[config.mk]
export PLATFORM = sky130hd
export DESIGN_NAME = fifo_16x8_flat
export DESIGN_NICKNAME = d
export VERILOG_FILES = /design/src/rtl/fifo_16x8_pkg.sv /design/src/rtl/fifo_16x8_if.sv /design/src/rtl/fifo_16x8_mem.sv /design/src/rtl/fifo_16x8.sv /design/src/flat_wrapper.sv
export SDC_FILE = /design/constraint.sdc
export NUM_CORES = 1
export LEC_CHECK = 0
export BUFFER_PORTS_ARGS = -buffer_cell sky130_fd_sc_hd__buf_2
export CORE_MARGIN = 5
export CORE_UTILIZATION = 50
export DETAILED_ROUTE_END_ITERATION = 7
export PLACE_DENSITY = 0.76
export SLEW_MARGIN = 40
export SYNTH_ARGS = -nofsm -noshare
export SYNTH_HDL_FRONTEND = slang
export SYNTH_HIERARCHICAL = 1
export SYNTH_SLANG_ARGS = --single-unit
[constraint.sdc]
create_clock -name clock -period 5.7 [get_ports clock]
set_input_delay 1.425 -clock clock [delete_from_list [all_inputs] [get_ports clock]]
set_output_delay 1.425 -clock clock [all_outputs]
set_load 0.02 [all_outputs]
[src/rtl/fifo_16x8_pkg.sv]
// Shared sizing constants and types for the 16x8 synchronous FIFO.
package fifo_16x8_pkg;
  localparam int FIFO_WIDTH  = 8;
  localparam int FIFO_DEPTH  = 16;
  localparam int FIFO_ADDR_W = 4;

  typedef logic [FIFO_WIDTH-1:0] word_t;
  // One extra MSB beyond the index acts as the wrap bit.
  typedef logic [FIFO_ADDR_W:0]  ptr_t;
endpackage

[src/rtl/fifo_16x8_if.sv]
// Producer/consumer bus of the 16x8 FIFO. Error pulses exist only with FIFO16X8_ERR_EN.
interface fifo_16x8_if;
  import fifo_16x8_pkg::*;

  logic  we;
  logic  re;
  word_t wr_data;
  word_t data;
  logic  full;
  logic  empty;
`ifdef FIFO16X8_ERR_EN
  logic  overflow;
  logic  underflow;
`endif

  modport master (
    output we, re, wr_data,
`ifdef FIFO16X8_ERR_EN
    input  overflow, underflow,
`endif
    input  data, full, empty
  );

  modport slave (
    input  we, re, wr_data,
`ifdef FIFO16X8_ERR_EN
    output overflow, underflow,
`endif
    output data, full, empty
  );
endinterface

[src/rtl/fifo_16x8_mem.sv]
// Storage array with one write port and one registered read port.
// The read register is the FIFO data output, hence its asynchronous reset.
module fifo_16x8_mem
  import fifo_16x8_pkg::*;
#(
  parameter int WIDTH  = FIFO_WIDTH,
  parameter int DEPTH  = FIFO_DEPTH,
  parameter int ADDR_W = FIFO_ADDR_W
) (
  input  logic              clock,
  input  logic              reset,
  input  logic              wr_en_i,
  input  logic [ADDR_W-1:0] wr_addr_i,
  input  logic [WIDTH-1:0]  wr_data_i,
  input  logic              rd_en_i,
  input  logic [ADDR_W-1:0] rd_addr_i,
  output logic [WIDTH-1:0]  rd_data_o
);
  logic [WIDTH-1:0] mem_q [DEPTH];
  logic [WIDTH-1:0] rd_data_q;

  // Contents are intentionally left unreset so the array maps to RAM.
  always_ff @(posedge clock) begin
    if (wr_en_i) begin
      mem_q[wr_addr_i] <= wr_data_i;
    end
  end

  always_ff @(posedge clock or posedge reset) begin
    if (reset) begin
      rd_data_q <= '0;
    end else if (rd_en_i) begin
      rd_data_q <= mem_q[rd_addr_i];
    end
  end

  assign rd_data_o = rd_data_q;
endmodule

[src/rtl/fifo_16x8.sv]
// 16-deep, 8-bit synchronous FIFO with full/empty flags and registered read data.
// Define FIFO16X8_ERR_EN to add registered overflow/underflow pulses.
module fifo_16x8
  import fifo_16x8_pkg::*;
#(
  parameter int WIDTH  = FIFO_WIDTH,
  parameter int DEPTH  = FIFO_DEPTH,
  parameter int ADDR_W = FIFO_ADDR_W
) (
  input  logic       clock,
  input  logic       reset,
  fifo_16x8_if.slave bus
);
  ptr_t wr_ptr_q, wr_ptr_d;
  ptr_t rd_ptr_q, rd_ptr_d;
  logic full;
  logic empty;
  logic wr_accept;
  logic rd_accept;

  assign empty = (wr_ptr_q == rd_ptr_q);
  assign full  = (wr_ptr_q[ADDR_W] != rd_ptr_q[ADDR_W]) &&
                 (wr_ptr_q[ADDR_W-1:0] == rd_ptr_q[ADDR_W-1:0]);

  // Each side is judged against the flags from before the edge.
  assign wr_accept = bus.we && !full;
  assign rd_accept = bus.re && !empty;

  always_comb begin
    wr_ptr_d = wr_ptr_q;
    rd_ptr_d = rd_ptr_q;
    if (wr_accept) begin
      wr_ptr_d = wr_ptr_q + ptr_t'(1);
    end
    if (rd_accept) begin
      rd_ptr_d = rd_ptr_q + ptr_t'(1);
    end
  end

  always_ff @(posedge clock or posedge reset) begin
    if (reset) begin
      wr_ptr_q <= '0;
      rd_ptr_q <= '0;
    end else begin
      wr_ptr_q <= wr_ptr_d;
      rd_ptr_q <= rd_ptr_d;
    end
  end

  fifo_16x8_mem #(
    .WIDTH  (WIDTH),
    .DEPTH  (DEPTH),
    .ADDR_W (ADDR_W)
  ) u_mem (
    .clock     (clock),
    .reset     (reset),
    .wr_en_i   (wr_accept),
    .wr_addr_i (wr_ptr_q[ADDR_W-1:0]),
    .wr_data_i (bus.wr_data),
    .rd_en_i   (rd_accept),
    .rd_addr_i (rd_ptr_q[ADDR_W-1:0]),
    .rd_data_o (bus.data)
  );

  assign bus.full  = full;
  assign bus.empty = empty;

`ifdef FIFO16X8_ERR_EN
  logic overflow_q, overflow_d;
  logic underflow_q, underflow_d;

  always_comb begin
    overflow_d  = bus.we && full;
    underflow_d = bus.re && empty;
  end

  always_ff @(posedge clock or posedge reset) begin
    if (reset) begin
      overflow_q  <= 1'b0;
      underflow_q <= 1'b0;
    end else begin
      overflow_q  <= overflow_d;
      underflow_q <= underflow_d;
    end
  end

  assign bus.overflow  = overflow_q;
  assign bus.underflow = underflow_q;
`endif
endmodule

[src/flat_wrapper.sv]
// flat-port wrapper written by rule: the top's interface ports become plain ports
module fifo_16x8_flat import fifo_16x8_pkg::*;
#(
  parameter int WIDTH  = FIFO_WIDTH,
  parameter int DEPTH  = FIFO_DEPTH,
  parameter int ADDR_W = FIFO_ADDR_W
)
  (clock, reset, bus_we, bus_re, bus_wr_data, bus_data, bus_full, bus_empty);
  fifo_16x8_if bus_i ();
  input  logic clock;
  input  logic reset;
  input wire logic [$bits(bus_i.we)-1:0] bus_we;
  input wire logic [$bits(bus_i.re)-1:0] bus_re;
  input wire logic [$bits(bus_i.wr_data)-1:0] bus_wr_data;
  output wire logic [$bits(bus_i.data)-1:0] bus_data;
  output wire logic [$bits(bus_i.full)-1:0] bus_full;
  output wire logic [$bits(bus_i.empty)-1:0] bus_empty;
  assign bus_i.we = bus_we;
  assign bus_i.re = bus_re;
  assign bus_i.wr_data = bus_wr_data;
  assign bus_data = bus_i.data;
  assign bus_full = bus_i.full;
  assign bus_empty = bus_i.empty;
  fifo_16x8 #(.WIDTH(WIDTH), .DEPTH(DEPTH), .ADDR_W(ADDR_W)) u_core (.clock(clock), .reset(reset), .bus(bus_i));
endmodule
; ---- Yosys cells after proc, flatten, opt, wreduce, memory -nomap -nowiden
; Memories as Yosys holds them, arrays and structs flattened. A register that Yosys moved wholly into a read port is not among the register bits.
; Cells that the tools add are included.
[word_totals]
ff_bits = 10
latch_bits = 0
mem_bits_rw = 128
romBits = 0
input_bits = 12
n_memories = 1
[classes]
n_addsub = 2
multipliers = 0
n_div = 0
n_lt_le_gt_ge = 0
n_eq_ne = 3
shift = 0
mux = 2
n_bitwise = 0
reduce_logical = 5
[mem_list]
columns = name, depth, word_bits, rd, rd_clocked_by_memory_dff, wr, line
row1 = u_core.u_mem.mem_q, 16, 8, 1, 1, 1, fifo_16x8_mem.sv:19  ; logic [WIDTH-1:0] mem_q [DEPTH];
[ops]
columns = cell, count
row1 = $add A5 B1 Y5 const B, 2
row2 = $eq A5 B5 Y1, 1
row3 = $eq A4 B4 Y1, 1
row4 = $logic_and A1 B1 Y1, 3
row5 = $logic_not A1 Y1, 2
row6 = $mux W1, 2
row7 = $ne A1 B1 Y1, 1

; ---- Logic depth before layout (Yosys ltp)
[depth]
word_depth = 6
ltp_mapped = 8
mapped_depth_nobuf = 6

; ---- Hierarchy
; Netlist, hierarchy kept.
[modules_own_cells]
columns = module, n_inst, cells_each, area_per_inst_um2
row1 = fifo_16x8_mem, 1, 241, 5335.1
row2 = fifo_16x8, 1, 46, 598.1

; ---- Worst setup path after synthesis
; No wires, ideal clock.
[synth_path]
kind = input-to-reg
start = input bus_we
end = memory u_core/u_mem/mem_q[0][0] (netlist bit), enable pin
setup_time_ps = 383
arrival_time_ps = 2690
required_time_ps = 5317
slack_ps = 2626
path_stages = 4
n_path_buf = 0
path_cell_list = o21ai_2 inv_1 or3b_2 nor3_1
[synth_via]
elab_chain_len = 3
[synth_rtl]
columns = item, line
row1 = from (decl), flat_wrapper.sv:12  ; input wire logic [$bits(bus_i.we)-1:0] bus_we;
row2 = $logic_and A1 B1 Y1, fifo_16x8.sv:26  ; assign wr_accept = bus.we && !full;
row3 = net u_core.wr_accept, fifo_16x8.sv:18  ; logic wr_accept;
row4 = $mux W1, fifo_16x8_mem.sv:24  ; if (wr_en_i) begin
row5 = $mux W1 (implied by the code), fifo_16x8_mem.sv:25  ; mem_q[wr_addr_i] <= wr_data_i;
row6 = to (decl), fifo_16x8_mem.sv:19
; The timed path passes the listed nets, and every way through them passes these cells.

; ---- Worst setup path after layout
[layout_path]
start = register u_core.rd_ptr_q[2]
end = output bus_empty
[layout_via]
elab_chain_len = 1
[layout_rtl]
columns = item, line
row1 = from (decl), fifo_16x8.sv:15  ; ptr_t rd_ptr_q, rd_ptr_d;
row2 = from (signal assigned), fifo_16x8.sv:46  ; rd_ptr_q <= rd_ptr_d;
row3 = $eq A5 B5 Y1, fifo_16x8.sv:21  ; assign empty = (wr_ptr_q == rd_ptr_q);
row4 = to (decl), flat_wrapper.sv:17  ; output wire logic [$bits(bus_i.empty)-1:0] bus_empty;
; Every way passes these cells.

==> metrics.txt <==
status finished, final reports clean; sink of the worst hold path u_core/wr_ptr_q[4]$_DFFE_PP0P_; # placed instances 439; Post-CTS Setup Inserts 0; Initial Util 51.5%; I/O pin cnt 22; critical path cell sequence xnor2_2, nand4_4, nor2_1, buf_2; first-pass GRT wire length 17.9 mm; Clk pin slew, worst setup/hold paths 0.05 ns; Final Hold Fails 0; WL/cell 24.0 um; fmax 0.299 GHz; Hold Path Origin u_core/wr_ptr_q[4]$_DFFE_PP0P_; clock sinks 146; chip width 119 um; Net Count, Synth 301; startpoint class of the critical path register; CP Class reg2out; Die ar. 14100 um2; # setup viols final 0; Clock Skew 0.00656 ns; Worst Reg-to-Reg Cells 6; Area Growth Syn to Fin 13.5%; Worst-Margin Slew 0.846 ns; Final Slew Violations 0; Final period util 58.7%; placed wire-length estimate 6.91 mm; synthesized area 5930 um2; Seq/Total Area, Yosys 72.4%; flop-to-flop setup slack 2.83 ns; setup TNS 0 ns; Max FO, Critical Path 36; number of flops mapped to enable cells by yosys 128; share of cells above drive strength 1 34.5%; R2R Path End u_core/u_mem/mem_q[1][7]$_DFFE_PP_; NumNets Final 329; via count 2831; vias in the first global route 2964; Slew HR 43.4%; # fillers 820; total CTS buffers 17; Final GP Congestion 0.758; Pwr Total 0.00360 W; Final ANT Viol Nets 0; Tot GR Track Use 17.5%; Worst Setup End Kind output pin; GRT overflow 0; r2r startpoint u_core/rd_ptr_q[2]$_DFFE_PP0P_; routed wire length 11.3 mm; row count 39; Power Dens Cells 535 nW/um2; Synth Flop Type edfxtp_1; synth unique cells 35; Skew-Pair Late Insertion Delay 0.41 ns; Clock Tree Buf Depth 2; HP Class reg2reg; diode count 0; Root Buffer clkbuf_16; initial antenna violation count 0; H-Tree Depth 4; Hold Path Depth 1; DRT Pass-1 Iters 4; Max Cap Violations 0; critical path's largest stage delay 0.81 ns; CTS tree built; Post-Synthesis Cells 287; synthesized area per cell 20.7 um2; largest net degree at the start of global routing 37; min Tclk post-route 3.35 ns; Post-Layout Cell Count 471; Peak VDD IR 339 uV; core box area 11500 um2; crit path from u_core/rd_ptr_q[2]$_DFFE_PP0P_; Die Ht 119 um; residual DRC count 0; Post-CTS Hold Fix Bufs 0; PortBufs 21; 1st-iter DRT viols 198; Synth Register Bits 146; post_cts resized 0; arrival time worst endpoint 1.92 ns; fraction of registers with async set/reset 12.3%; CP max-delay cell dfrtp_4; RSZ-0062 raised after global routing no; vias per cell 6.01; LEAKAGE 2.26 nW; WP data required 4.28 ns; Synth warnings 6
==> worst max-delay path: cells and delay by family (launching register included) <==
| kind | cells | cell delay, ns |
|---|---|---|
| buffers and inverters | 1 | 0.17 |
| xor gates and xnor gates | 1 | 0.19 |
| DFF | 1 | 0.81 |
| and+or+nand+nor | 2 | 0.33 |
==> power by group <==
| group | leakage (nW) | switching, W | internal (W) |
|---|---|---|---|
| logic | 0.609 | 0.000495 | 0.000464 |
| clock network | 0.287 | 0.000413 | 0.000688 |
| registers | 1.36 | 0.000207 | 0.00133 |
==> final cells by class <==
type	count	area, um2	share of cell area, %
inverters	4	15.0	0.223
flip-flops and latches	146	4300	63.9
clock inverters	13	160	2.38
multi-input cells	123	1530	22.7
repair buffers	23	120	1.78
clock buffers	19	433	6.43
well taps	143	179	2.66
==> Yosys cell counts (3+ instances only) <==
cell / number / share of area (%)
buf_6: 5 / 0.95
inv_1: 4 / 0.25
nand2b_1: 3 / 0.32
xnor2_2: 4 / 1.1
a221oi_2: 8 / 2.0
o211ai_1: 4 / 0.51
dfrtp_1: 18 / 7.6
edfxtp_1: 128 / 65
nor3_1: 4 / 0.34
mux2i_1: 8 / 1.3
buf_1: 4 / 0.25
nor2_1: 22 / 1.4
o22ai_1: 7 / 0.74
mux4_1: 6 / 2.7
mux4_2: 26 / 9.9
xnor2_1: 9 / 1.3
==> kinds of logic after synthesis <==
logic type	count (synthesis)	share of synthesized area, %
AO/OA/AOI/OAI	24	4.07
flip-flops	146	72.4
AND/OR/NAND/NOR	41	3.63
buffers and inverters	18	2.43
adder cells (fa/ha/maj)	2	0.422
multiplexers	42	14.4
XOR/XNOR	14	2.70
==> routing by layer <==
| layer | GRT usage (%) | vias to the layer above | part of all wire, % | wire (um) |
|---|---|---|---|---|
| li1 | - | 1240 | - | - |
| met1 | 24.5 | 1502 | 43 | 4840 |
| met2 | 27.0 | 87 | 50 | 5650 |
| met3 | 5.64 | 2 | 7.0 | 790 |
| met4 | 4.34 | 0 | 0.38 | 43 |
| met5 | 0 | - | 0 | 0 |
==> worst max-delay path by stage <==
stage,end,slack (ns),cells after the start
final,bus_empty,2.35,4
after global routing,bus_full,2.18,4
after CTS,bus_empty,2.30,4
after detailed placement,u_core/u_mem/mem_q[3][2]$_DFFE_PP_,2.27,5
after global placement,u_core/u_mem/mem_q[0][0]$_DFFE_PP_,2.29,5
after floorplan,u_core/u_mem/mem_q[0][0]$_DFFE_PP_,2.63,4
==> registers in the layout, summed over array words and instances, names as in the netlist <==
name,cells
u_core/u_mem/rd_data_o,8
u_core/rd_ptr_q,5
u_core/wr_ptr_q,5
u_core/u_mem/mem_q,128
==> stage by stage <==
| step | utilization, % | hold slack, ns | cell area, um2 | worst slack, ns |
|---|---|---|---|---|
| floorplan | - | 0.527 | 5930 | 2.63 |
| global placement | 53.0 | 0.549 | 6100 | 2.29 |
| detailed placement | 53.2 | 0.558 | 6130 | 2.27 |
| CTS | 58.4 | 0.571 | 6720 | 2.30 |
| global route | 58.5 | 0.591 | 6730 | 2.18 |
| finish | 58.5 | 0.562 | 6730 | 2.35 |
==> cell usage in the layout (no fill, tap or decap), types with 4 or more instances in the layout <==
master,instances
edfxtp_1,128
mux4_2,26
buf_2,21
clkbuf_16,17
nor2_1,16
dfrtp_1,16
xnor2_1,9
mux2i_1,8
a221oi_2,8
o22ai_1,7
mux4_1,6
nor2_2,6
clkinv_2,4
xnor2_2,4
inv_1,4
o211ai_1,4
Note: power is estimated with default switching activity, not from simulation.
